[src/rtl/iram_fetch_unit.sv]
// Instruction fetch sequencer: owns the PC, drives the IRAM read and emits one load strobe per fetch.
// Optional macro IFU_BOUND_CHECK_EN rejects fetch targets above PROG_LAST and raises a sticky fetch_fault.
module iram_fetch_unit #(
    parameter int ADDR_W       = 8,
    parameter int DATA_W       = 16,
    parameter int READ_LATENCY = 1,
    parameter int PROG_LAST    = 255
) (
    input  logic              clock,
    input  logic              reset_n,
    input  logic              fetch_req,
    input  logic              jump_valid,
    input  logic [ADDR_W-1:0] jump_address,
    output logic [ADDR_W-1:0] iram_addr,
    output logic              iram_rd_en,
    output logic              load_instruction,
    output logic [ADDR_W-1:0] pc,
    output logic              busy,
    output logic              fetch_done,
    output logic              fetch_fault
);

    typedef enum logic [1:0] {
        S_IDLE  = 2'd0,
        S_ISSUE = 2'd1,
        S_WAIT  = 2'd2,
        S_LOAD  = 2'd3
    } state_t;

    localparam logic [ADDR_W-1:0] ADDR_ZERO = {ADDR_W{1'b0}};
    localparam logic [ADDR_W-1:0] ADDR_ONE  = {{(ADDR_W-1){1'b0}}, 1'b1};
    localparam logic [2:0]        LAT_M1    = (READ_LATENCY == 0) ? 3'd0 : 3'(READ_LATENCY - 1);
    // DATA_W only documents the IRAM word the instruction register captures.
    localparam int unused_params = DATA_W + PROG_LAST;

    state_t            state_r;
    logic [2:0]        cnt_r;
    logic [ADDR_W-1:0] pc_r;
    logic [ADDR_W-1:0] addr_r;
    logic              rd_en_r;
    logic              load_r;
    logic              busy_r;
    logic              done_r;
    logic              pend_valid_r;
    logic [ADDR_W-1:0] pend_addr_r;
    logic [ADDR_W-1:0] target_s;

    // Fetch target: a jump presented with the request wins over the PC.
    always_comb begin
        target_s = pc_r;
        if (jump_valid) begin
            target_s = jump_address;
        end else begin
            target_s = pc_r;
        end
    end

`ifdef IFU_BOUND_CHECK_EN
    localparam logic [ADDR_W-1:0] PROG_LAST_A = ADDR_W'(PROG_LAST);
    logic fault_r;
    logic out_of_range_s;

    // Range check of the fetch target against the last legal instruction address.
    always_comb begin
        out_of_range_s = 1'b0;
        if (target_s > PROG_LAST_A) begin
            out_of_range_s = 1'b1;
        end else begin
            out_of_range_s = 1'b0;
        end
    end

    // Sticky fault flag, set by a rejected fetch in IDLE.
    always_ff @(posedge clock or negedge reset_n) begin
        if (!reset_n) begin
            fault_r <= 1'b0;
        end else if (state_r == S_IDLE && fetch_req && out_of_range_s) begin
            fault_r <= 1'b1;
        end
    end

    assign fetch_fault = fault_r;
`else
    assign fetch_fault = 1'b0;
`endif

    // Fetch FSM with all outputs registered; strobes default low every cycle.
    always_ff @(posedge clock or negedge reset_n) begin
        if (!reset_n) begin
            state_r      <= S_IDLE;
            cnt_r        <= 3'd0;
            pc_r         <= ADDR_ZERO;
            addr_r       <= ADDR_ZERO;
            rd_en_r      <= 1'b0;
            load_r       <= 1'b0;
            busy_r       <= 1'b0;
            done_r       <= 1'b0;
            pend_valid_r <= 1'b0;
            pend_addr_r  <= ADDR_ZERO;
        end else begin
            rd_en_r <= 1'b0;
            load_r  <= 1'b0;
            done_r  <= 1'b0;
            case (state_r)
                S_IDLE: begin
                    if (fetch_req) begin
`ifdef IFU_BOUND_CHECK_EN
                        if (out_of_range_s) begin
                            done_r <= 1'b1;
                        end else begin
                            pc_r    <= target_s;
                            addr_r  <= target_s;
                            rd_en_r <= 1'b1;
                            busy_r  <= 1'b1;
                            state_r <= S_ISSUE;
                        end
`else
                        pc_r    <= target_s;
                        addr_r  <= target_s;
                        rd_en_r <= 1'b1;
                        busy_r  <= 1'b1;
                        state_r <= S_ISSUE;
`endif
                    end else if (jump_valid) begin
                        pc_r <= jump_address;
                    end
                end
                S_ISSUE: begin
                    if (jump_valid) begin
                        pend_valid_r <= 1'b1;
                        pend_addr_r  <= jump_address;
                    end
                    if (READ_LATENCY == 0) begin
                        load_r  <= 1'b1;
                        done_r  <= 1'b1;
                        state_r <= S_LOAD;
                    end else begin
                        cnt_r   <= LAT_M1;
                        state_r <= S_WAIT;
                    end
                end
                S_WAIT: begin
                    if (jump_valid) begin
                        pend_valid_r <= 1'b1;
                        pend_addr_r  <= jump_address;
                    end
                    if (cnt_r == 3'd0) begin
                        load_r  <= 1'b1;
                        done_r  <= 1'b1;
                        state_r <= S_LOAD;
                    end else begin
                        cnt_r <= cnt_r - 3'd1;
                    end
                end
                S_LOAD: begin
                    // A jump arriving in this very cycle is newer than any pending one.
                    if (jump_valid) begin
                        pc_r <= jump_address;
                    end else if (pend_valid_r) begin
                        pc_r <= pend_addr_r;
                    end else begin
                        pc_r <= pc_r + ADDR_ONE;
                    end
                    pend_valid_r <= 1'b0;
                    busy_r       <= 1'b0;
                    state_r      <= S_IDLE;
                end
                default: begin
                    busy_r  <= 1'b0;
                    state_r <= S_IDLE;
                end
            endcase
        end
    end

    assign iram_addr        = addr_r;
    assign iram_rd_en       = rd_en_r;
    assign load_instruction = load_r;
    assign pc               = pc_r;
    assign busy             = busy_r;
    assign fetch_done       = done_r;

endmodule

[config.mk]
export PLATFORM = sky130hd
export DESIGN_NAME = iram_fetch_unit
export DESIGN_NICKNAME = d
export VERILOG_FILES = /design/src/rtl/iram_fetch_unit.sv
export SDC_FILE = /design/constraint.sdc
export NUM_CORES = 1
export LEC_CHECK = 0
export BUFFER_PORTS_ARGS = -buffer_cell sky130_fd_sc_hd__clkbuf_2
export CORE_ASPECT_RATIO = 1.4
export CORE_MARGIN = 5
export CORE_UTILIZATION = 55
export CTS_BUF_LIST = sky130_fd_sc_hd__clkbuf_2
export CTS_CLUSTER_DIAMETER = 150
export DETAILED_ROUTE_END_ITERATION = 10
export MAX_ROUTING_LAYER = met4
export PLACE_DENSITY = 0.82
export SLEW_MARGIN = 10
export SYNTH_ARGS = -nofsm -noshare
export SYNTH_HDL_FRONTEND = slang
export SYNTH_SLANG_ARGS = --single-unit
[constraint.sdc]
create_clock -name clock -period 3.05 [get_ports clock]
set_clock_uncertainty 0.2 [all_clocks]
set_input_delay 0.1525 -clock clock [delete_from_list [all_inputs] [get_ports clock]]
set_output_delay 0.1525 -clock clock [all_outputs]
set_load 0.02 [all_outputs]
# After elaboration in Yosys (flattened, before gate mapping)
# Index checks and enable logic that the tools add are counted.
totals:
  ff_bits: 33
  in_bits: 12
  output_inout_bits: 21
  wordCells: 47
classes:
  addsub: 2
  n_eq_ne: 7
  mux: 17
  n_reduce_logical: 12
op_table:
  columns: ["operator", "n"]
  rows:
  - ["$mux 8", 3]
  - ["$pmux 8 s2", 1]
  - ["$reduce_and 2->1", 6]
  - ["$add 8x1->8 const B", 1]
  - ["$pmux 2 s4", 1]
  - ["$mux 1", 6]
  - ["$ne 2x2->1 const B", 3]
  - ["$pmux 3 s2", 1]
  - ["$reduce_bool 2->1", 3]
  - ["$eq 2x2->1 const B", 2]
  - ["$mux 2", 2]
  - ["$pmux 1 s2", 2]
  - ["$logic_not 3->1", 1]
  - ["$mux 3", 1]
  - ["$sub 3x1->3 const B", 1]
  - ["$eq 2x1->1 const B", 1]
  - ["$logic_not 2->1", 1]
  - ["$ne 2x1->1 const B", 1]
  - ["$reduce_or 2->1", 1]

# Depth between registers and ports, before layout
logic_depth:
  ltp_word: 4
  depth_mapped: 7
  mapped_depth_nobuf: 7

# Worst setup path after synthesis
# Ideal clock, no wire load.
synth_timing:
  path_type: "register to register"
  startpoint: "register pc_r[0] (netlist: pc[0])"
  endpoint: "register pc_r[2] (netlist: pc[2])"
  setup_ns: 0.127
  arrival_ns: 1.533
  setup_slack_ns: 1.191
  path_stages_with_launch: 5
  n_path_buf: 0
  synth_period_minus_slack_ns: 1.859
  path_cell_list: "dfrtp_1 > ha_1 > xor2_1 > mux2_2 > a221o_2"
synth_via:
  elab_chain_cells: 4
synth_rtl:
  columns: ["element", "line_no", "rtl"]
  rows:
  - ["start, declared", "38", "logic [ADDR_W-1:0] pc_r;"]
  - ["start signal, assigned", "118", "pc_r <= target_s;"]
  - ["start signal, assigned", "125", "pc_r <= jump_address;"]
  - ["start signal, assigned", "158", "pc_r <= jump_address;"]
  - ["$add 8x1->8", "162", "pc_r <= pc_r + ADDR_ONE;"]
  - ["$mux 8", "159", "end else if (pend_valid_r) begin"]
  - ["$mux 8", "157", "if (jump_valid) begin"]
  - ["$pmux 8 s2", "104", "case (state_r)"]
# No other way between the ends.
# A chain may end at the register's enable or synchronous reset.

# Worst setup path in the final report
layout_timing:
  startpoint: "register state_r[0]"
  endpoint: "register pend_addr_r[3]"
layout_via:
  elab_chain_cells: 3
  elab_cells_between_ends: 4
layout_rtl:
  columns: ["element", "line_no", "rtl"]
  rows:
  - ["start, declared", "36", "state_t state_r;"]
  - ["start signal, assigned", "90", "state_r <= S_IDLE;"]
  - ["start signal, assigned", "122", "state_r <= S_ISSUE;"]
  - ["start signal, assigned", "136", "state_r <= S_LOAD;"]
  - ["$eq 2x2->1 / $eq 2x1->1 (equally long branches)", "104", null]
  - ["$reduce_or 2->1 (no source line) (*)", null, null]
  - ["$reduce_and 2->1 (no source line) (*)", null, null]
  - ["end signal, assigned", "131", "pend_addr_r <= jump_address;"]
  - ["end signal, assigned", "145", "pend_addr_r <= jump_address;"]
  - ["end, declared", "45", "logic [ADDR_W-1:0] pend_addr_r;"]
# Every way passes the cells marked *; elsewhere a longest branch is shown, timed or not.

==> impl_metrics.tcl <==
set metrics [dict create \
    outcome "complete, no violations" \
    syn_inst 166 \
    die_h_um 77.04 \
    crit_chain "inv_1 > ha_1 > nand2_1 > mux2_2" \
    utilization_pct 66.50 \
    drtIter0Drc 58 \
    slew_headroom_pct 46.03 \
    yosysWarningCount 0 \
    seq_area_um2 825.8 \
    netSwitchingPower_mw 1.008 \
    via_per_inst 5.698 \
    wl_met3_um 222 \
    drv_cap 0 \
    ir_worst_vdd_mv 0.7199 \
    ys.flop_type "dfrtp_1" \
    layout-drive-gt1-share_pct 25.24 \
    clk_latency_ns 0.37 \
    antenna_found_initial 0 \
    finalWeightedCongestion 0.8431 \
    grt_usage_pct 19.63 \
    die_area_um2 4459 \
    crit_fanout 14 \
    combPwrFrac_pct 52.3 \
    cts_resized 0 \
    cp.arrival_ns 2.33 \
    numCtsBuffers 5 \
    ys_seq_area_share_pct 46.78 \
    area_growth_pct 16.51 \
    pwr-share-seq_pct 38.7 \
    ys_ff_latch 33 \
    first_pass_iters 4 \
    portBuffers 31 \
    p_clk_share_pct 9.0 \
    power_leakage_nw 0.9662 \
    synth_edf_count 0 \
    path_delay_family "adder cells" \
    drtAntennaViolNets 0 \
    clk_pin_slew_ns 0.17 \
    cts_tree "yes" \
    yosys.cell_types.count 39 \
    setup_viol 0 \
    cts_max_path_buffers 2 \
    p_sw_share_pct 46.10 \
    wl_per_cell_um 16.24 \
    worst_slew_pin_slew_ns 0.8095 \
    setup-tns-final_ns 0 \
    drc 0 \
    synth_area_um2 1765 \
    syn_avg_cell_area_um2 10.64 \
    max_stage_delay_ns 0.65 \
    wl_um 3978 \
    wl_met2_um 2187 \
    crit_slowest_cell "ha_1" \
    grt_max_degree 34 \
    crit_buf_inv 1 \
    finalHoldViolCount 0 \
    rows 24 \
    vias 1396 \
    hp-class "input pin to async pin" \
    powerDensity_nw_per_um2 1063 \
    rsz0062_at_grt "no" \
    fillers 253 \
    timing.hold.ws_ns 0.1800 \
    highest_layer "met4" \
    boundaryPins 33 \
    internal-power_mw 1.178 \
    place_ws_ns 0.7979 \
    syn-num-nets 186 \
    place_hpwl_um 2926 \
    timing.final.crit_share_pct 74.19 \
    path_class "flip-flop to flip-flop" \
    fin_crit_ns 2.263 \
    overflow 0 \
    core_um2 3093 \
    start_util_pct 57.08 \
    multi_input_area_um2 863.3 \
    fmax_ghz 0.4419 \
    fin_ws_ns 0.7871 \
    cts_max_level 2 \
    critPathRequiredTime_ns 3.11 \
    wl_met1_um 1472 \
    die_x_um 57.89 \
    final_net_count 225 \
    grt_pass1_vias 1413 \
    start_kind "flip-flop" \
    critical_path.endpoint_type "flip-flop" \
    drv_slew 0 \
    diodes 0 \
    async_reset_ff_share_pct 100.0 \
    clock-root-buffer "clkbuf_2" \
    grt_pass1_wl_um 6617 \
    clock-sinks 33 \
]
[cells by family after synthesis]
kind of cell	count (synthesis)	share of synthesized area, %
fa+ha+maj	8	5.670
mux	20	11.98
compound gates	39	13.68
simple gates	43	14.39
other cells	1	0.2124
buf+inv	16	4.323
xor+xnor	6	2.977
flops	33	46.78
[through the flow]
stage               instance area, um2  std cells  power (mW)
floorplan                         1765        166       1.670
global placement                  1919        227       1.925
detailed placement                1919        227       1.997
CTS                               2057        245       2.201
global route                      2057        245       2.355
finish                            2057        245       2.186
[final cells by class]
type,count,area share [%]
well taps,39,2.372
clock inverters,3,0.6083
clock buffers,5,1.217
multi-input cells,117,41.97
inverters,7,1.277
flip-flops and latches,33,40.15
repair buffers,41,12.41
[worst register-to-register path: cells and delay by family, from the launching register on]
| family | cells | cell delay [ns] |
|---|---|---|
| flip-flops | 1 | 0.43 |
| buffers and inverters | 1 | 0.10 |
| multiplexers | 1 | 0.38 |
| adder cells (fa/ha/maj) | 1 | 0.65 |
| AND/OR/NAND/NOR | 1 | 0.40 |
[registers in the layout, summed over array words and instances (netlist names)]
signal	count
iram_addr	8
pc	8
pend_addr_r	8
cnt_r	3
state_r	2
busy	1
fetch_done	1
iram_rd_en	1
pend_valid_r	1
[cell usage after synthesis (3+ instances only)]
cell type  number  area [um2]
dfrtp_1        33       825.8
a21oi_1        14       70.07
nor2_1         12       45.04
mux2i_1        11       110.1
nand2_1        10       37.54
mux2_2          9       101.4
ha_1            8       100.1
inv_1           7       26.28
o21ai_0         6       30.03
a31oi_1         4       25.02
buf_2           4       20.02
nor2b_1         4       25.02
buf_4           3       22.52
nand3_1         3       15.01
o31ai_1         3       22.52
xnor2_1         3       26.28
xor2_1          3       26.28
[what timing repair did]
| item | CTS | global route |
|---|---|---|
| setup endpoints to repair | 0 | 0 |
| hold endpoints to repair | 58 | 0 |
| hold buffers | 10 | 0 |
| setup buffers | 0 | 0 |
[routing by layer]
metal | track usage (%) | up-vias
li1 | - | 666
met1 | 21.98 | 673
met2 | 32.92 | 46
met3 | 5.042 | 11
met4 | 7.425 | 0
met5 | - | -
[worst paths after layout]
kind	startpoint	endpoint	slack, ns	depth (start not counted)
worst max-delay path	state_r[0]	pend_addr_r[3]	0.79	4
worst min-delay path	reset_n	iram_addr[0]	0.18	2
worst max register to register	state_r[0]	pend_addr_r[3]	0.79	4
worst min register to register	busy	busy	0.32	2
max in group asynchronous	reset_n	iram_addr[2]	1.95	2
min in group clock	jump_valid	pc[1]	0.19	2
[placed cells by master (no fill, tap or decap), drive strengths merged]
cell,n
a211o,2
a21oi,14
a221o,1
a22o,2
a22oi,1
a31oi,4
and2,2
and3,1
and4,2
clkbuf,36
clkinv,3
conb,1
dfrtp,33
dlygate4sd3,10
ha,8
inv,7
mux2,9
mux2i,11
nand2,10
nand2b,3
nand3,3
nand4b,1
nor2,13
nor2b,4
nor3,1
nor3b,2
o21ai,8
o21bai,1
o22ai,2
o31ai,3
o32a,1
or2b,1
xnor2,3
xor2,3
[power groups by stage]
stage	combinational (mW)	sequential (mW)	clock [mW]
2_1_floorplan	0.735	0.935	0
3_3_place_gp	1.09	0.835	0
3_5_place_dp	1.14	0.856	0
4_1_cts	1.15	0.846	0.203
5_1_grt	1.25	0.878	0.227
6_report	1.14	0.847	0.197
No activity file was read; power rests on OpenSTA's default activity.
